$ cat src/rtl/fetch_unit.sv
// Instruction fetch stage: owns the PC, reads instruction memory combinationally and
// queues {instruction, pc} pairs in a 2-entry prefetch buffer. Optional macro: FETCH_STATS_EN.
module fetch_unit #(
  parameter int Width = 32,
  parameter int AddrW = 8,
  parameter int Depth = 256
) (
  input  logic             clk,
  input  logic             rst_n,
  output logic [AddrW-1:0] A,
  input  logic [Width-1:0] RD,
  input  logic             redirect,
  input  logic [AddrW-1:0] redirect_pc,
  output logic             inst_valid,
  input  logic             inst_ready,
  output logic [Width-1:0] inst,
  output logic [AddrW-1:0] inst_pc,
`ifdef FETCH_STATS_EN
  output logic [15:0]      fetch_count,
  output logic [15:0]      stall_count,
`endif
  output logic             fault
);

  typedef enum logic {RUN, FAULT} state_t;

  // One extra bit so Depth == 2**AddrW is representable and never trips the range check.
  localparam logic [AddrW:0] DepthLim = (AddrW+1)'(Depth);

  state_t           state;
  logic [AddrW-1:0] pc;
  logic [1:0]       count;
  logic [Width-1:0] data0, data1;
  logic [AddrW-1:0] pc0, pc1;
  logic             pop, push, in_range;

  assign A          = pc;
  assign inst_valid = (count != 2'd0);
  assign inst       = data0;
  assign inst_pc    = pc0;
  assign fault      = (state == FAULT);

  assign in_range = ({1'b0, pc} < DepthLim);
  assign pop      = inst_valid & inst_ready;
  assign push     = (state == RUN) & ~redirect & in_range & ((count != 2'd2) | pop);

  // NOTE: all sequential state uses non-blocking assignments so every register sees
  // pre-edge values; the two buffer entries are reset too because inst/inst_pc must read 0.
  always_ff @(posedge clk) begin
    if (!rst_n) begin
      state <= RUN;
      pc    <= '0;
      count <= 2'd0;
      data0 <= '0;
      data1 <= '0;
      pc0   <= '0;
      pc1   <= '0;
    end else if (redirect) begin
      // A same-cycle pop has already been consumed by decode; everything else is dropped.
      state <= RUN;
      pc    <= redirect_pc;
      count <= 2'd0;
    end else begin
      if (state == RUN && !in_range)
        state <= FAULT;
      if (push)
        pc <= pc + 1'b1;
      case ({push, pop})
        2'b10: begin
          if (count == 2'd0) begin
            data0 <= RD;
            pc0   <= pc;
          end else begin
            data1 <= RD;
            pc1   <= pc;
          end
          count <= count + 1'b1;
        end
        2'b01: begin
          data0 <= data1;
          pc0   <= pc1;
          count <= count - 1'b1;
        end
        2'b11: begin
          if (count == 2'd2) begin
            data0 <= data1;
            pc0   <= pc1;
            data1 <= RD;
            pc1   <= pc;
          end else begin
            data0 <= RD;
            pc0   <= pc;
          end
        end
        default: ;
      endcase
    end
  end

`ifdef FETCH_STATS_EN
  // Statistics counters saturate and ignore redirects.
  always_ff @(posedge clk) begin
    if (!rst_n) begin
      fetch_count <= 16'd0;
      stall_count <= 16'd0;
    end else begin
      if (push && fetch_count != 16'hFFFF)
        fetch_count <= fetch_count + 16'd1;
      if (state == RUN && count == 2'd2 && !pop && stall_count != 16'hFFFF)
        stall_count <= stall_count + 16'd1;
    end
  end
`endif

endmodule

$ cat config.mk
export PLATFORM = sky130hd
export DESIGN_NAME = fetch_unit
export DESIGN_NICKNAME = d
export VERILOG_FILES = /design/src/rtl/fetch_unit.sv
export SDC_FILE = /design/constraint.sdc
export NUM_CORES = 1
export LEC_CHECK = 0
export ABC_CLOCK_PERIOD_IN_PS = 1500
export CAP_MARGIN = 25
export CORE_ASPECT_RATIO = 1.4
export CORE_MARGIN = 2
export CORE_UTILIZATION = 46
export DETAILED_ROUTE_END_ITERATION = 8
export PLACE_DENSITY = 0.74
export SYNTH_ARGS = -nofsm -noshare
export SYNTH_HDL_FRONTEND = slang
export SYNTH_SLANG_ARGS = --single-unit
$ cat constraint.sdc
create_clock -name clk -period 1.5 [get_ports clk]
set_input_delay 0.225 -clock clk [delete_from_list [all_inputs] [get_ports clk]]
set_output_delay 0.225 -clock clk [all_outputs]
set_load 0.01 [all_outputs]
======== Yosys cells after proc, flatten, opt, wreduce, memory -nomap -nowiden ========
Cells that the tools add are included.
operators by class
  shift-type cells ........................ 0
  mux-type cells .......................... 15
  eq/ne operators ......................... 8
  add/subtract/negate cells ............... 3
  reductions and logical operators ........ 9
  $lt $le $gt $ge ......................... 0
  multiply operators ...................... 0
  bitwise operators ....................... 5
  divide/modulo/power cells ............... 0
operators by type and width
  kind                                                 number
  two-way mux 32 bit                                   4
  one-hot mux 32 bit (3 select lines)                  1
  one-hot mux 32 bit (2 select lines)                  1
  two-way mux 8 bit                                    6
  one-hot mux 8 bit (3 select lines)                   1
  one-hot mux 8 bit (2 select lines)                   1
  adder 8 x 1 -> 8 bit, second input constant          1
  inequality test 2 bit, second input constant         4
  nonzero test 2 bit                                   4
  equality test 2 bit, second input constant           3
  one-hot mux 2 bit (2 select lines)                   1
  AND reduction 4 bit                                  1
  AND reduction 3 bit                                  1
  nonzero test 3 bit                                   1
  adder 2 x 1 -> 2 bit, second input constant          1
  bitwise AND 1 bit                                    2
  equality test 2 x 1 -> 1 bit, second input constant  1
  zero test 2 bit                                      1
  inverter 1 bit                                       2
  OR reduction 2 bit                                   1
  subtractor 2 x 1 -> 2 bit, second input constant     1
  OR 1 bit                                             1
word-level totals
  memory bits (writable) .................. 0
  latch bits .............................. 0
  bits in registers ....................... 90
  output and inout port bits .............. 50
  input port bits ......................... 44
  memories kept ........................... 0
  logic and storage cells ................. 46
  ROM bits ................................ 0

======== Longest topological paths before layout ========
  depth in word-level cells ............... 7
  gate-level depth with buffers ........... 5
  depth with buffers taken out ............ 4

======== Least setup slack after synthesis ========
Ideal clock, no wire load.
  path kind ............................... reg2reg
  start point ............................. register count[0]
  end point ............................... register data0[0], in the netlist inst[0]
  data arrival time ....................... 1.396 ns
  path slack .............................. -0.017 ns
  required time ........................... 1.378 ns
  period minus slack after synthesis ...... 1.517 ns
  path buffers ............................ 1
  library setup time ...................... 0.122 ns
  cell stages (with the launch flop) ...... 5
  cells stage by stage .................... dfxtp_1 > mux2_2 > clkbuf_1 > and3_1 > o311a_1
on the way
  longest elaborated chain between the ends .. 7
  elaborated cells between the ends (all ways) .. 15
  classes of those cells .................. 6 x eq/ne; 2 x mux; 3 x bitwise; 4 x reduce/logical
RTL lines
  what                                                                          line  source
  start: declaration                                                            32    logic [1:0] count;
  start signal: assignment                                                      77    count <= count + 1'b1;
  start signal: assignment                                                      82    count <= count - 1'b1;
  nonzero test 2 bit                                                            38    assign inst_valid = (count != 2'd0);
  bitwise AND 1 bit                                                             44    assign pop = inst_valid & inst_ready;
  OR 1 bit                                                                      45    assign push = (state == RUN) & ~redirect & in_range & ((count != 2'd2) | pop);
  bitwise AND 1 bit                                                             45
  equality test 2 bit or equality test 2 x 1 -> 1 bit (tied branches)           68    case ({push, pop})
  inequality test 2 bit (no source line) or nonzero test 3 bit (tied branches)  n/a
  AND reduction 3 bit (no source line)                                          n/a
  end signal: assignment                                                        80    data0 <= data1;
  end signal: assignment                                                        86    data0 <= data1;
  end: declaration                                                              33    logic [Width-1:0] data0, data1;
Several ways; a longest one is shown, not always the timed one.
A chain may end at the register's enable or synchronous reset.

======== Final worst setup path ========
  start point ............................. register count[1]
  end point ............................... register data0[11], in the netlist inst[11]
The elaborated chain is that of the path after synthesis.

==> out/metrics.yaml <==
status:
  run_status: "finished with violations"
  violations: "setup timing"
sta:
  final_critical_path_setup_slack_ns: -0.0132
  setup_repair_after_global_routing_missed_its_margin: "yes"
  hold_viol_final: 0
  clock-skew-final_ns: 0.00471
  post-route-min-period_ns: 1.51
  final-setup-viol-count: 18
  fmax_mhz: 661
  maxSlewViolCount: 0
  timing.final.crit_share_pct: 101
  setup_total_negative_slack_ns: -0.125
power:
  clock_power_share_pct: 40.3
  combinationalPowerShare_pct: 16.7
  sw_frac_of_total_pct: 24.1
  power.density_nw_per_um2: 1020
  internal_power_uw: 4620
  leakage_uw: 0.00246
  max-vdd-ir-drop_mv: 0.659
  power.switching_uw: 1460
  pwr-share-seq_pct: 43.0
  total_power_uw: 6080
critical_path:
  worst_setup_path_startpoint: "count[1]"
  critical_path.max_fanout: 40
  critPathLaunchType: "flop"
  endpoint_kind_of_the_worst_setup_timing_path: "flop"
  r2r_start: "count[1]"
  r2r.worst_path.cells: 5
  critical_path_arrival_ns: 1.74
  crit_path_end: "inst[11]"
  slowest_stage: "dfxtp_2"
  cp_data_required_time_ns: 1.73
  reg2reg_to: "inst[11]"
  reg2reg_setup_slack_ns: -0.01
  timing.setup.critical_path_class: "flop to flop"
  critPathMaxStageDelay_ns: 0.32
  crit_chain: "buf_6, mux2_4, buf_12, and3_1, o311a_1"
placement:
  gp_congestion: 0.788
  hpwl_um: 7200
  placement.setup.worst_slack_ns: -0.0488
  io_buffers: 92
  placement.cell_area_um2: 5470
final_layout:
  layout-drive-gt1-share_pct: 13.2
  antennaDiodeCount: 0
  final_util_pct: 63.5
  finish.instance_area_um2: 5940
  nets: 608
  synthToLayoutAreaGrowth_pct: 35.2
floorplanning:
  initial_core_util_pct: 47.0
  num_rows: 42
  floorplan.die.width_um: 86.6
  ios: 94
  core_area_um2: 9350
  floorplan.die.height_um: 120
  die_area_um2: 10400
synth:
  synth.ff_latch_count: 90
  synth_top_family_by_area: "compound AO/OA/AOI/OAI gates"
  synth_async_sr_flop_share_pct: 0
  yosysTopAreaCell: "dfxtp_1"
  netlist_top_cells_count: "90 x dfxtp_1, 84 x nand2_1"
  synth_fa_ha_area_share_pct: 0.285
  avgSynthCellArea_um2: 9.09
  fraction_of_synthesized_cell_area_in_xor_and_xnor_cells_pct: 0.199
  post_synth_main_area_contributors: "dfxtp_1 41%, mux2i_1 9.3%, o311a_1 9.3%, nand2_1 7.2%, a21boi_0 7.0%"
  netlist_area_um2: 4390
  synth_fp_nets: 528
  syn_inst: 483
  ys.flop_type: "dfxtp_1"
  synth_compound_area_share_pct: 26.0
  yosysSeqAreaShare_pct: 41.0
  post-synth-top-count-cell: "dfxtp_1"
  synthMuxAreaShare_pct: 9.60
  synth.yosys.warnings: 0
  yosysTopAreaCellShare_pct: 41.0
  synth-edff-count: 0
  yosys.area_share.simple_pct: 17.0
  ys_types: 41
clock_network:
  tritoncts: "yes"
  clk_root_buffer_cell: "clkbuf_16"
  htree_levels: 3
  clock_pin_slew_of_the_registers_on_the_worst_case_setup_and_hold_paths_ns: 0.06
  cts.sink_count: 90
  max-clock-path-buffers: 2
  cts_made_buffers: 9
  clock_insertion_delay_worst_skew_ns: 0.34
route:
  routed-via-count: 3935
  drt_drc_violations_left: 0
  drtAntennaViolNets: 0
  wl_per_cell_um: 16.9
  route.detailed.vias_per_inst: 5.81
  dr.pass1.iters: 4
  total_routed_wirelength_um: 11400
  detail_route.iter0.violations: 191
job:
  drv_cap: 0
grt:
  antenna_violations_before_repair: 0
  global_route_wire_length_before_repair_um: 18300
  overflow: 0
  grt_use_total_pct: 21.8
  grt_pass1_vias: 3912
  grt_start_max_net_pins: 92
min_path:
  worst_hold_path_type: "input pin to flop"
==> registers in the layout (all words and copies together) (netlist names) <==
| signal | count |
|---|---|
| A | 8 |
| count | 2 |
| data1 | 32 |
| inst | 32 |
| inst_pc | 8 |
| pc1 | 8 |
==> routing by layer <==
metal / wire, um / part of all wire (%) / GRT usage, %
met5: 0 / 0 / 0
met4: 261 / 2.3 / 7.91
met3: 377 / 3.3 / 4.13
met2: 5930 / 52 / 38.7
met1: 4860 / 42 / 25.8
==> worst max-delay path: cells and delay by family (launching register included) <==
kind / cells / cell delay (ns)
simple gates: 1 / 0.19
flops: 1 / 0.32
buf+inv: 2 / 0.30
compound gates: 1 / 0.28
mux: 1 / 0.30
==> how the worst min path moves through the flow <==
stage                end      startpoint  depth (start not counted)  slack, ns
3_3_place_gp   data1[21]       data1[21]                          2       0.44
6_report            A[7]           rst_n                          4       0.31
2_1_floorplan       A[0]  redirect_pc[0]                          2       0.36
3_5_place_dp   data1[26]       data1[26]                          2       0.44
5_1_grt         inst[24]        redirect                          3       0.34
4_1_cts         inst[24]        redirect                          3       0.31
==> layout make-up <==
cell class	instances	area (um2)
clock inverters	2	60.1
flip-flops and latches	90	1810
fillers	797	3420
inverters	2	7.51
repair buffers	122	1240
clock buffers	13	260
multi-input cells	338	2420
well taps	110	138
==> timing repair <==
item                       4_1_cts  5_1_grt
gates resized for setup         21       17
setup buffers                    0        3
hold buffers                     0        0
pin swaps                        0        7
gates cloned                     0        2
setup endpoints to repair       49       52
==> cell families (layout without fill, tap and decap cells) <==
group	count (synthesis)	after routing
AND/OR/NAND/NOR	151	151
other	1	1
XOR/XNOR	1	1
AO/OA/AOI/OAI	142	142
multiplexers	42	42
buffers and inverters	55	139
flip-flops	90	90
adder cells (fa/ha/maj)	1	1
==> power by group through the flow <==
stage	Sequential, uW	Combinational [uW]	Clock [uW]
finish	2610	1010	2450
global route	2630	1100	2560
CTS	2610	1000	2470
detailed placement	2660	1010	0
global placement	2660	987	0
floorplan	2700	476	0
==> cell usage in the layout (no fill, tap or decap), drive strengths merged, types with 2 or more instances in the layout <==
cell / n
or2: 3
dlymetal6s2s: 4
clkdlybuf4s50: 77
mux2i: 41
nand2b: 2
o311a: 41
or3: 2
inv: 2
clkbuf: 15
nand2: 84
nand3: 6
a31oi: 3
dlygate4sd2: 7
dfxtp: 90
a21boi: 41
o21ai: 8
and3: 41
or4: 3
o21bai: 40
bufinv: 2
a21oi: 4
or3b: 2
buf: 32
==> stage by stage <==
step | hold slack, ns | instances
floorplan | 0.364 | 483
global placement | 0.438 | 657
CTS | 0.309 | 672
detailed placement | 0.443 | 657
global route | 0.336 | 677
finish | 0.309 | 677
Power figures use the tool's default switching activity.
